File: src/rtl/cmd_pkg.sv
// Shared definitions for the compressed command format: op codes, word count,
// field bit positions (also used by csb) and the descriptor shadow type.
package cmd_pkg;

  localparam int unsigned CMD_WORDS = 6;
  localparam int unsigned MAX_CMDS  = 127;

  localparam logic [2:0] OP_IDLE    = 3'd0;
  localparam logic [2:0] OP_CONV1   = 3'd1;
  localparam logic [2:0] OP_CONV2   = 3'd2;
  localparam logic [2:0] OP_CONV3   = 3'd3;
  localparam logic [2:0] OP_MAXPOOL = 3'd4;
  localparam logic [2:0] OP_AVEPOOL = 3'd5;

  // Field positions inside w0..w2
  localparam int unsigned W0_OP_TYPE_LSB = 0;
  localparam int unsigned W0_PAD_BIT     = 4;
  localparam int unsigned W0_STRIDE_LSB  = 8;
  localparam int unsigned W0_OP_NUM_LSB  = 12;
  localparam int unsigned W1_I_CH_LSB    = 0;
  localparam int unsigned W1_O_CH_LSB    = 16;
  localparam int unsigned W2_I_SIDE_LSB  = 0;
  localparam int unsigned W2_O_SIDE_LSB  = 8;
  localparam int unsigned W2_SURF_LSB    = 16;

  typedef struct packed {
    logic [2:0]  op_type;
    logic        padding;
    logic [3:0]  stride;
    logic [19:0] op_num;
    logic [15:0] i_channel_size;
    logic [15:0] o_channel_size;
    logic [7:0]  i_side_size;
    logic [7:0]  o_side_size;
    logic [15:0] o_surf_size;
    logic [31:0] weight_start_addr;
    logic [31:0] data_start_addr;
    logic [31:0] result_addr;
  } desc_t;

  typedef enum logic [1:0] {StIdle, StEmit, StDone, StArmed} state_e;

  function automatic logic op_is_valid(input logic [2:0] op);
    return (op >= OP_CONV1) && (op <= OP_AVEPOOL);
  endfunction

endpackage

File: src/rtl/cmd_pack.sv
// Combinational formatter: selects one 32-bit word of the packed command
// from the captured descriptor.
module cmd_pack
  import cmd_pkg::*;
(
  input  desc_t       desc,
  input  logic [2:0]  word_idx,
  output logic [31:0] word
);

  always_comb begin
    word = '0;
    case (word_idx)
      3'd0: begin
        word[W0_OP_TYPE_LSB +: 3] = desc.op_type;
        word[W0_PAD_BIT]          = desc.padding;
        word[W0_STRIDE_LSB +: 4]  = desc.stride;
        word[W0_OP_NUM_LSB +: 20] = desc.op_num;
      end
      3'd1: begin
        word[W1_I_CH_LSB +: 16] = desc.i_channel_size;
        word[W1_O_CH_LSB +: 16] = desc.o_channel_size;
      end
      3'd2: begin
        word[W2_I_SIDE_LSB +: 8] = desc.i_side_size;
        word[W2_O_SIDE_LSB +: 8] = desc.o_side_size;
        word[W2_SURF_LSB +: 16]  = desc.o_surf_size;
      end
      3'd3:    word = desc.weight_start_addr;
      3'd4:    word = desc.data_start_addr;
      3'd5:    word = desc.result_addr;
      default: word = '0;
    endcase
  end

endmodule

File: src/rtl/cmd_writer.sv
// Host-side command encoder: accepts layer descriptors, writes 6-word commands
// into csb's command FIFO, and starts csb with op_en once the batch closes.
module cmd_writer
  import cmd_pkg::*;
(
  input  logic        clk,
  input  logic        rst,
  input  logic        desc_valid,
  output logic        desc_ready,
  input  logic        desc_last,
  input  logic [2:0]  op_type,
  input  logic        padding,
  input  logic [3:0]  stride,
  input  logic [19:0] op_num,
  input  logic [15:0] i_channel_size,
  input  logic [15:0] o_channel_size,
  input  logic [7:0]  i_side_size,
  input  logic [7:0]  o_side_size,
  input  logic [15:0] o_surf_size,
  input  logic [31:0] weight_start_addr,
  input  logic [31:0] data_start_addr,
  input  logic [31:0] result_addr,
  input  logic        batch_clr,
  input  logic        cmd_fifo_full,
  output logic        cmd_fifo_wr_en,
  output logic [31:0] cmd_fifo_din,
  output logic [6:0]  cmd_size,
  output logic        op_en,
  output logic        busy,
  output logic        err
);

  state_e      state_q, state_d;
  desc_t       desc_q, desc_d, desc_in;
  logic        last_q, last_d;
  logic [2:0]  word_idx_q, word_idx_d;
  logic [6:0]  cmd_size_q, cmd_size_d;
  logic        err_q, err_d;
  logic        at_limit;
  logic [31:0] packed_word;

  assign desc_in = '{op_type: op_type, padding: padding, stride: stride, op_num: op_num,
                     i_channel_size: i_channel_size, o_channel_size: o_channel_size,
                     i_side_size: i_side_size, o_side_size: o_side_size,
                     o_surf_size: o_surf_size, weight_start_addr: weight_start_addr,
                     data_start_addr: data_start_addr, result_addr: result_addr};

  assign at_limit = (cmd_size_q == 7'(MAX_CMDS - 1));

  always_ff @(posedge clk or posedge rst) begin
    if (rst) begin
      state_q    <= StIdle;
      desc_q     <= '0;
      last_q     <= 1'b0;
      word_idx_q <= '0;
      cmd_size_q <= '0;
      err_q      <= 1'b0;
    end else begin
      state_q    <= state_d;
      desc_q     <= desc_d;
      last_q     <= last_d;
      word_idx_q <= word_idx_d;
      cmd_size_q <= cmd_size_d;
      err_q      <= err_d;
    end
  end

  always_comb begin
    state_d    = state_q;
    desc_d     = desc_q;
    last_d     = last_q;
    word_idx_d = word_idx_q;
    cmd_size_d = cmd_size_q;
    err_d      = err_q;
    case (state_q)
      StIdle: begin
        if (desc_valid) begin
          desc_d     = desc_in;
          last_d     = desc_last;
          word_idx_d = '0;
          if (op_is_valid(op_type)) begin
            state_d = StEmit;
          end else begin
            // Invalid op: swallowed without writing, only flagged
            err_d   = 1'b1;
            state_d = desc_last ? StDone : StIdle;
          end
        end
      end
      StEmit: begin
        if (!cmd_fifo_full) begin
          if (word_idx_q == 3'(CMD_WORDS - 1)) begin
            cmd_size_d = cmd_size_q + 7'd1;
            state_d    = (last_q || at_limit) ? StDone : StIdle;
            if (at_limit && !last_q) err_d = 1'b1;
          end else begin
            word_idx_d = word_idx_q + 3'd1;
          end
        end
      end
      StDone: state_d = StArmed;
      StArmed: begin
        if (batch_clr) begin
          cmd_size_d = '0;
          err_d      = 1'b0;
          state_d    = StIdle;
        end
      end
      default: state_d = StIdle;
    endcase
  end

  cmd_pack u_cmd_pack (
    .desc     (desc_q),
    .word_idx (word_idx_q),
    .word     (packed_word)
  );

  always_comb begin
    desc_ready     = (state_q == StIdle);
    cmd_fifo_wr_en = (state_q == StEmit) && !cmd_fifo_full;
    cmd_fifo_din   = (state_q == StEmit) ? packed_word : '0;
    op_en          = (state_q == StDone);
    busy           = (state_q != StIdle);
  end

  assign cmd_size = cmd_size_q;
  assign err      = err_q;

endmodule

File: config.mk
export PLATFORM = sky130hd
export DESIGN_NAME = cmd_writer
export DESIGN_NICKNAME = d
export VERILOG_FILES = /design/src/rtl/cmd_pkg.sv /design/src/rtl/cmd_pack.sv /design/src/rtl/cmd_writer.sv
export SDC_FILE = /design/constraint.sdc
export NUM_CORES = 1
export LEC_CHECK = 0
export CELL_PAD_IN_SITES_DETAIL_PLACEMENT = 0
export CELL_PAD_IN_SITES_GLOBAL_PLACEMENT = 1
export CORE_MARGIN = 2
export CORE_UTILIZATION = 39
export DETAILED_ROUTE_END_ITERATION = 10
export PLACE_DENSITY = 0.9
export SLEW_MARGIN = 10
export SYNTH_ARGS = -nofsm -noshare
export SYNTH_HDL_FRONTEND = slang
export SYNTH_SLANG_ARGS = --single-unit
File: constraint.sdc
create_clock -name clk -period 17.05 [get_ports clk]
set_input_delay 1.705 -clock clk [delete_from_list [all_inputs] [get_ports clk]]
set_output_delay 1.705 -clock clk [all_outputs]
set_load 0.02 [all_outputs]
Word level (Yosys, flattened, before mapping)

Cells that the tools add are included.

Add/sub/neg operators: 2
Order comparisons: 2
Equality and inequality tests: 16
Mux-type cells: 29
Reductions and logical operators: 17

Operators with widths:

| operator            | number |
|---|---|
| $pmux 24 s6         | 1 |
| $mux 32             | 1 |
| $mux 7              | 3 |
| $pmux 3 s6          | 1 |
| $pmux 3 s5          | 1 |
| $mux 2              | 7 |
| $ne 2x2->1 const B  | 7 |
| $pmux 7 s2          | 1 |
| $reduce_and 4->1    | 3 |
| $mux 3              | 3 |
| $pmux 2 s4          | 1 |
| $add 7x1->7 const B | 1 |
| $eq 7x7->1 const B  | 1 |
| $reduce_and 7->1    | 1 |
| $eq 3x2->1 const B  | 2 |
| $eq 3x3->1 const B  | 2 |
| $mux 1              | 6 |
| $pmux 1 s6          | 1 |
| $pmux 3 s2          | 1 |
| $reduce_bool 2->1   | 3 |
| $pmux 1 s5          | 1 |
| $eq 2x2->1 const B  | 2 |
| $add 3x1->3 const B | 1 |
| $eq 3x1->1 const B  | 1 |
| 11 further kinds    | 14 |

Register bits: 202
Input bits: 194
Output and inout port bits: 44
Word-level logic and storage cells: 83

Longest topological paths before layout

Depth after elaboration: 6
Gate-level depth with buffers: 9

Cells and area by module

Synthesis repeated with hierarchy kept, for this count alone.

Cell total of the unflattened synthesis: 1142
Area total of the unflattened synthesis: 10040.9 um2

By module, submodules not included:

| module     | times used | cells each | area each (um2) |
|---|---|---|---|
| cmd_writer | 1          | 927        | 8160.3 |
| cmd_pack   | 1          | 215        | 1880.6 |

Worst setup path before layout

Ideal clock, no wire load.

Path type: flip-flop to output port
Start: register word_idx_q[2]
End: output cmd_fifo_din[10]
Data arrival time: 2300 ps
Required time: 15345 ps
Slack: 13045 ps
Cell stages (with the launch flop): 10
Path buffers: 4
Path through: dfrtp_1 buf_2 buf_4 clkinv_1 ha_1 buf_1 or3_1 o21ai_2 buf_4 a21oi_1

Word-level cells in the longest chain between the ends: 3

RTL lines:

| what                               | line              | source |
|---|---|---|
| start: declaration                 | cmd_writer.sv:36  | `logic [2:0] word_idx_q, word_idx_d;` |
| start signal: assignment           | cmd_writer.sv:62  | `word_idx_q <= word_idx_d;` |
| $eq 3x3->1 (tied with other cells) | cmd_pack.sv:13    | `case (word_idx)` |
| $pmux 24 s6 *                      | cmd_pack.sv:13    |  |
| $mux 32 *                          | cmd_writer.sv:122 | `cmd_fifo_din = (state_q == StEmit) ? packed_word : '0;` |
| end: declaration                   | cmd_writer.sv:26  | `output logic [31:0] cmd_fifo_din,` |

Every way passes the cells marked *; elsewhere a longest branch is shown, timed or not.

Final worst setup path

Start: register word_idx_q[2]
End: output cmd_fifo_din[24]

Same word-level chain as after synthesis.

==> impl_metrics.json <==
{
  "path_class": "flop to output port",
  "cp.depth": 6,
  "placementRows": 56,
  "synth-compound-area-share_pct": 8.28,
  "p_int_uw": 1360,
  "rrSetupSlack_ns": 13.94,
  "rsz0062_at_grt": "false",
  "p_sw_uw": 802,
  "antenna_found_initial": 1,
  "max_freq_mhz": 177,
  "synth.largest_area_cell": "dfrtp_1",
  "p_sw_share_pct": 37.1,
  "ys_ff_latch": 202,
  "synth_mux_area_share_pct": 5.49,
  "p_per_area_nw_per_um2": 172,
  "drv_cap": 0,
  "cts_tree": "built",
  "setup_tns_ns": 0,
  "groute.usage.overall_pct": 21.6,
  "synth.distinct_cells": 38,
  "drc": 0,
  "drt-met1-wl_um": 11900,
  "area_delta_synth_final_pct": 36.2,
  "ant_nets": 0,
  "cts_buffers": 23,
  "synthArstFlopShare_pct": 100,
  "critical_path.slowest_cell": "o21ai_4",
  "synth.avg_cell_area_um2": 8.56,
  "ys_warn_count": 0,
  "dr.first_iter.drc_count": 666,
  "p_clk_share_pct": 23.8,
  "place_ws_ns": 11.91,
  "final-hold-violation-count": 0,
  "arrival_ns": 3.95,
  "cp_num_buf_inv": 2,
  "tightest_slew_ns": 1.12,
  "seq_power_share_pct": 37.7,
  "ys_seq_area_share_pct": 54.8,
  "synth_cells": 1078,
  "syn-cell-area_um2": 9230,
  "pin_count": 238,
  "cp-end-kind": "output port",
  "crit_chain": "buf_4 -> nor2b_4 -> or3_1 -> o21ai_4 -> a31oi_1 -> clkdlybuf4s50_1",
  "io_buffers": 237,
  "dieHeight_um": 158,
  "fin_skew_ns": 0.00465,
  "root_buffer": "clkbuf_16",
  "dp_hpwl_um": 17300,
  "worstSetupStartpointType": "flop",
  "ys.flop_type": "dfrtp_1",
  "worst-r2r-cell-count": 5,
  "clockBufferDepth": 3,
  "clkTransAtPathRegs_ns": 0.06,
  "r2r_start": "state_q[0]$_DFFE_PP0P_",
  "grt_first_pass_wirelength_um": 42300,
  "drt_pass1_iterations": 8,
  "cts-resized-gates": 0,
  "maxSlewViolCount": 0,
  "synth-simple-area-share_pct": 26.6,
  "synthAdderAreaFrac_pct": 0.949,
  "worstPathMaxFanout": 50,
  "synth_top_area_share_pct": 54.8,
  "grt_max_degree": 125,
  "yosys-top-cells-area": "dfrtp_1 (55%), nand2_1 (25%), mux2_2 (5.5%), a222oi_1 (2.5%), clkbuf_1 (1.7%)",
  "synth_xor_area_share_pct": 0.474,
  "p_comb_share_pct": 38.5,
  "slew_headroom_pct": 25.4,
  "gp_congestion": 0.816,
  "clock_sinks": 202,
  "setup-violations-final": 0,
  "fin_crit_ns": 5.66,
  "finalPower_uw": 2160,
  "routed.top_layer": "met4",
  "layout-drive-gt1-share_pct": 7.42,
  "yosysMostFrequentCell": "nand2_1",
  "r2r-end": "desc_q[105]$_DFFE_PP0P_",
  "fin_ws_ns": 11.39,
  "synth_top_family_by_area": "simple AND/OR/NAND/NOR gates",
  "slowest_delay_ns": 0.84,
  "cts-htree-levels": 1,
  "met2_length_um": 12700,
  "synth_common_cells": "nand2_1 (609), dfrtp_1 (202), mux2_2 (45), clkbuf_1 (42), a21oi_1 (28)",
  "synth_edf_count": 0,
  "crit_path_start": "word_idx_q[2]$_DFFE_PP0P_",
  "grt_overflow": 0,
  "min_path_type": "flop to flop",
  "status": "complete, no violations",
  "clock_latency_ns": 0.50,
  "post-route-util_pct": 53.9,
  "fin_crit_sh_pct": 33.2,
  "finalNetCount": 1479,
  "start_util_pct": 39.6,
  "fin_hold_ws_ns": 0.469,
  "synth.net_count": 1279,
  "leakagePower_uw": 0.00603,
  "required_ns": 15.34,
  "dieArea_um2": 24900,
  "vias_per_cell": 4.99,
  "via_count": 8055,
  "drt-total-wl_um": 27200,
  "grt_pass1_vias": 8035,
  "post-cts-setup-buffers": 0,
  "critPathCapture": "cmd_fifo_din[24]",
  "cp_top_family": "buffers and inverters",
  "hold_buffers": 0,
  "coreArea_um2": 23300,
  "dieWidth_um": 158,
  "vdd_ir_drop_max_mv": 0.0867,
  "wl_per_cell_um": 16.8,
  "wl_met3_um": 1850
}
## stage by stage
step | instance area, µm² | std cells
global route | 12600 | 1613
global placement | 11800 | 1572
detailed placement | 11800 | 1572
floorplan | 9230 | 1078
CTS | 12600 | 1612
finish | 12600 | 1613
## cell type report
cell class | instances | area [µm²]
fill | 2182 | 10800
sequential | 202 | 5060
multi-input combinational | 801 | 3890
timing repair buffer | 241 | 2400
clock buffer | 32 | 659
tap | 319 | 399
clock inverter | 8 | 124
inverter | 9 | 41.3
antenna | 1 | 2.50
## flip-flops by register name, indices dropped and copies added (netlist names)
signal,count
state_q,2
word_idx_q,3
err,1
last_q,1
desc_q,188
cmd_size,7
## how the worst min path moves through the flow
| stage | start | endpoint | cells past startpoint |
|---|---|---|---|
| 6_report | desc_q[181]$_DFFE_PP0P_ | desc_q[181]$_DFFE_PP0P_ | 2 |
| 5_1_grt | desc_q[160]$_DFFE_PP0P_ | desc_q[160]$_DFFE_PP0P_ | 2 |
| 3_5_place_dp | desc_q[18]$_DFFE_PP0P_ | desc_q[18]$_DFFE_PP0P_ | 2 |
| 3_3_place_gp | desc_q[19]$_DFFE_PP0P_ | desc_q[19]$_DFFE_PP0P_ | 2 |
| 4_1_cts | desc_q[18]$_DFFE_PP0P_ | desc_q[18]$_DFFE_PP0P_ | 2 |
| 2_1_floorplan | desc_q[0]$_DFFE_PP0P_ | desc_q[0]$_DFFE_PP0P_ | 2 |
## metal layers
layer | track usage [%] | vias to the layer above
li1 | - | 3885
met1 | 29.4 | 3856
met2 | 35.4 | 266
met3 | 3.91 | 48
met4 | 5.97 | 0
met5 | 0 | -
## worst register-to-register path, delay by kind of cell, from the launching register on
kind | cells | cell delay [ns]
buffers and inverters | 1 | 0.84
AND/OR/NAND/NOR | 4 | 1.67
flip-flops | 1 | 0.53
## cell usage in the layout, fill, tap and decap left out, types with 4 or more instances in the layout
cell type,Yosys,routed
a21oi_1,28,28
a222oi_1,23,23
a22o_1,7,7
a22oi_1,18,18
a31oi_1,10,10
buf_4,3,4
clkbuf_1,42,4
clkbuf_16,0,23
clkbuf_8,0,5
clkdlybuf4s50_1,0,237
dfrtp_1,202,201
ha_1,7,4
inv_1,8,7
mux2_2,45,45
nand2_1,609,608
nor2_1,9,9
o21ai_0,8,8
xnor2_1,5,5
## logic make-up after synthesis
logic type               Yosys count
AND/OR/NAND/NOR                  639
flip-flops                       202
AO/OA/AOI/OAI                    105
buffers and inverters             75
multiplexers                      45
adder cells (fa/ha/maj)            7
XOR/XNOR                           5
## power groups by stage
stage | sequential [µW] | combinational [µW] | clock (µW)
2_1_floorplan | 784 | 555 | 0
3_3_place_gp | 812 | 823 | 0
3_5_place_dp | 820 | 832 | 0
4_1_cts | 814 | 840 | 526
5_1_grt | 843 | 926 | 544
6_report | 815 | 831 | 513
(Power assumes the default switching activity.)
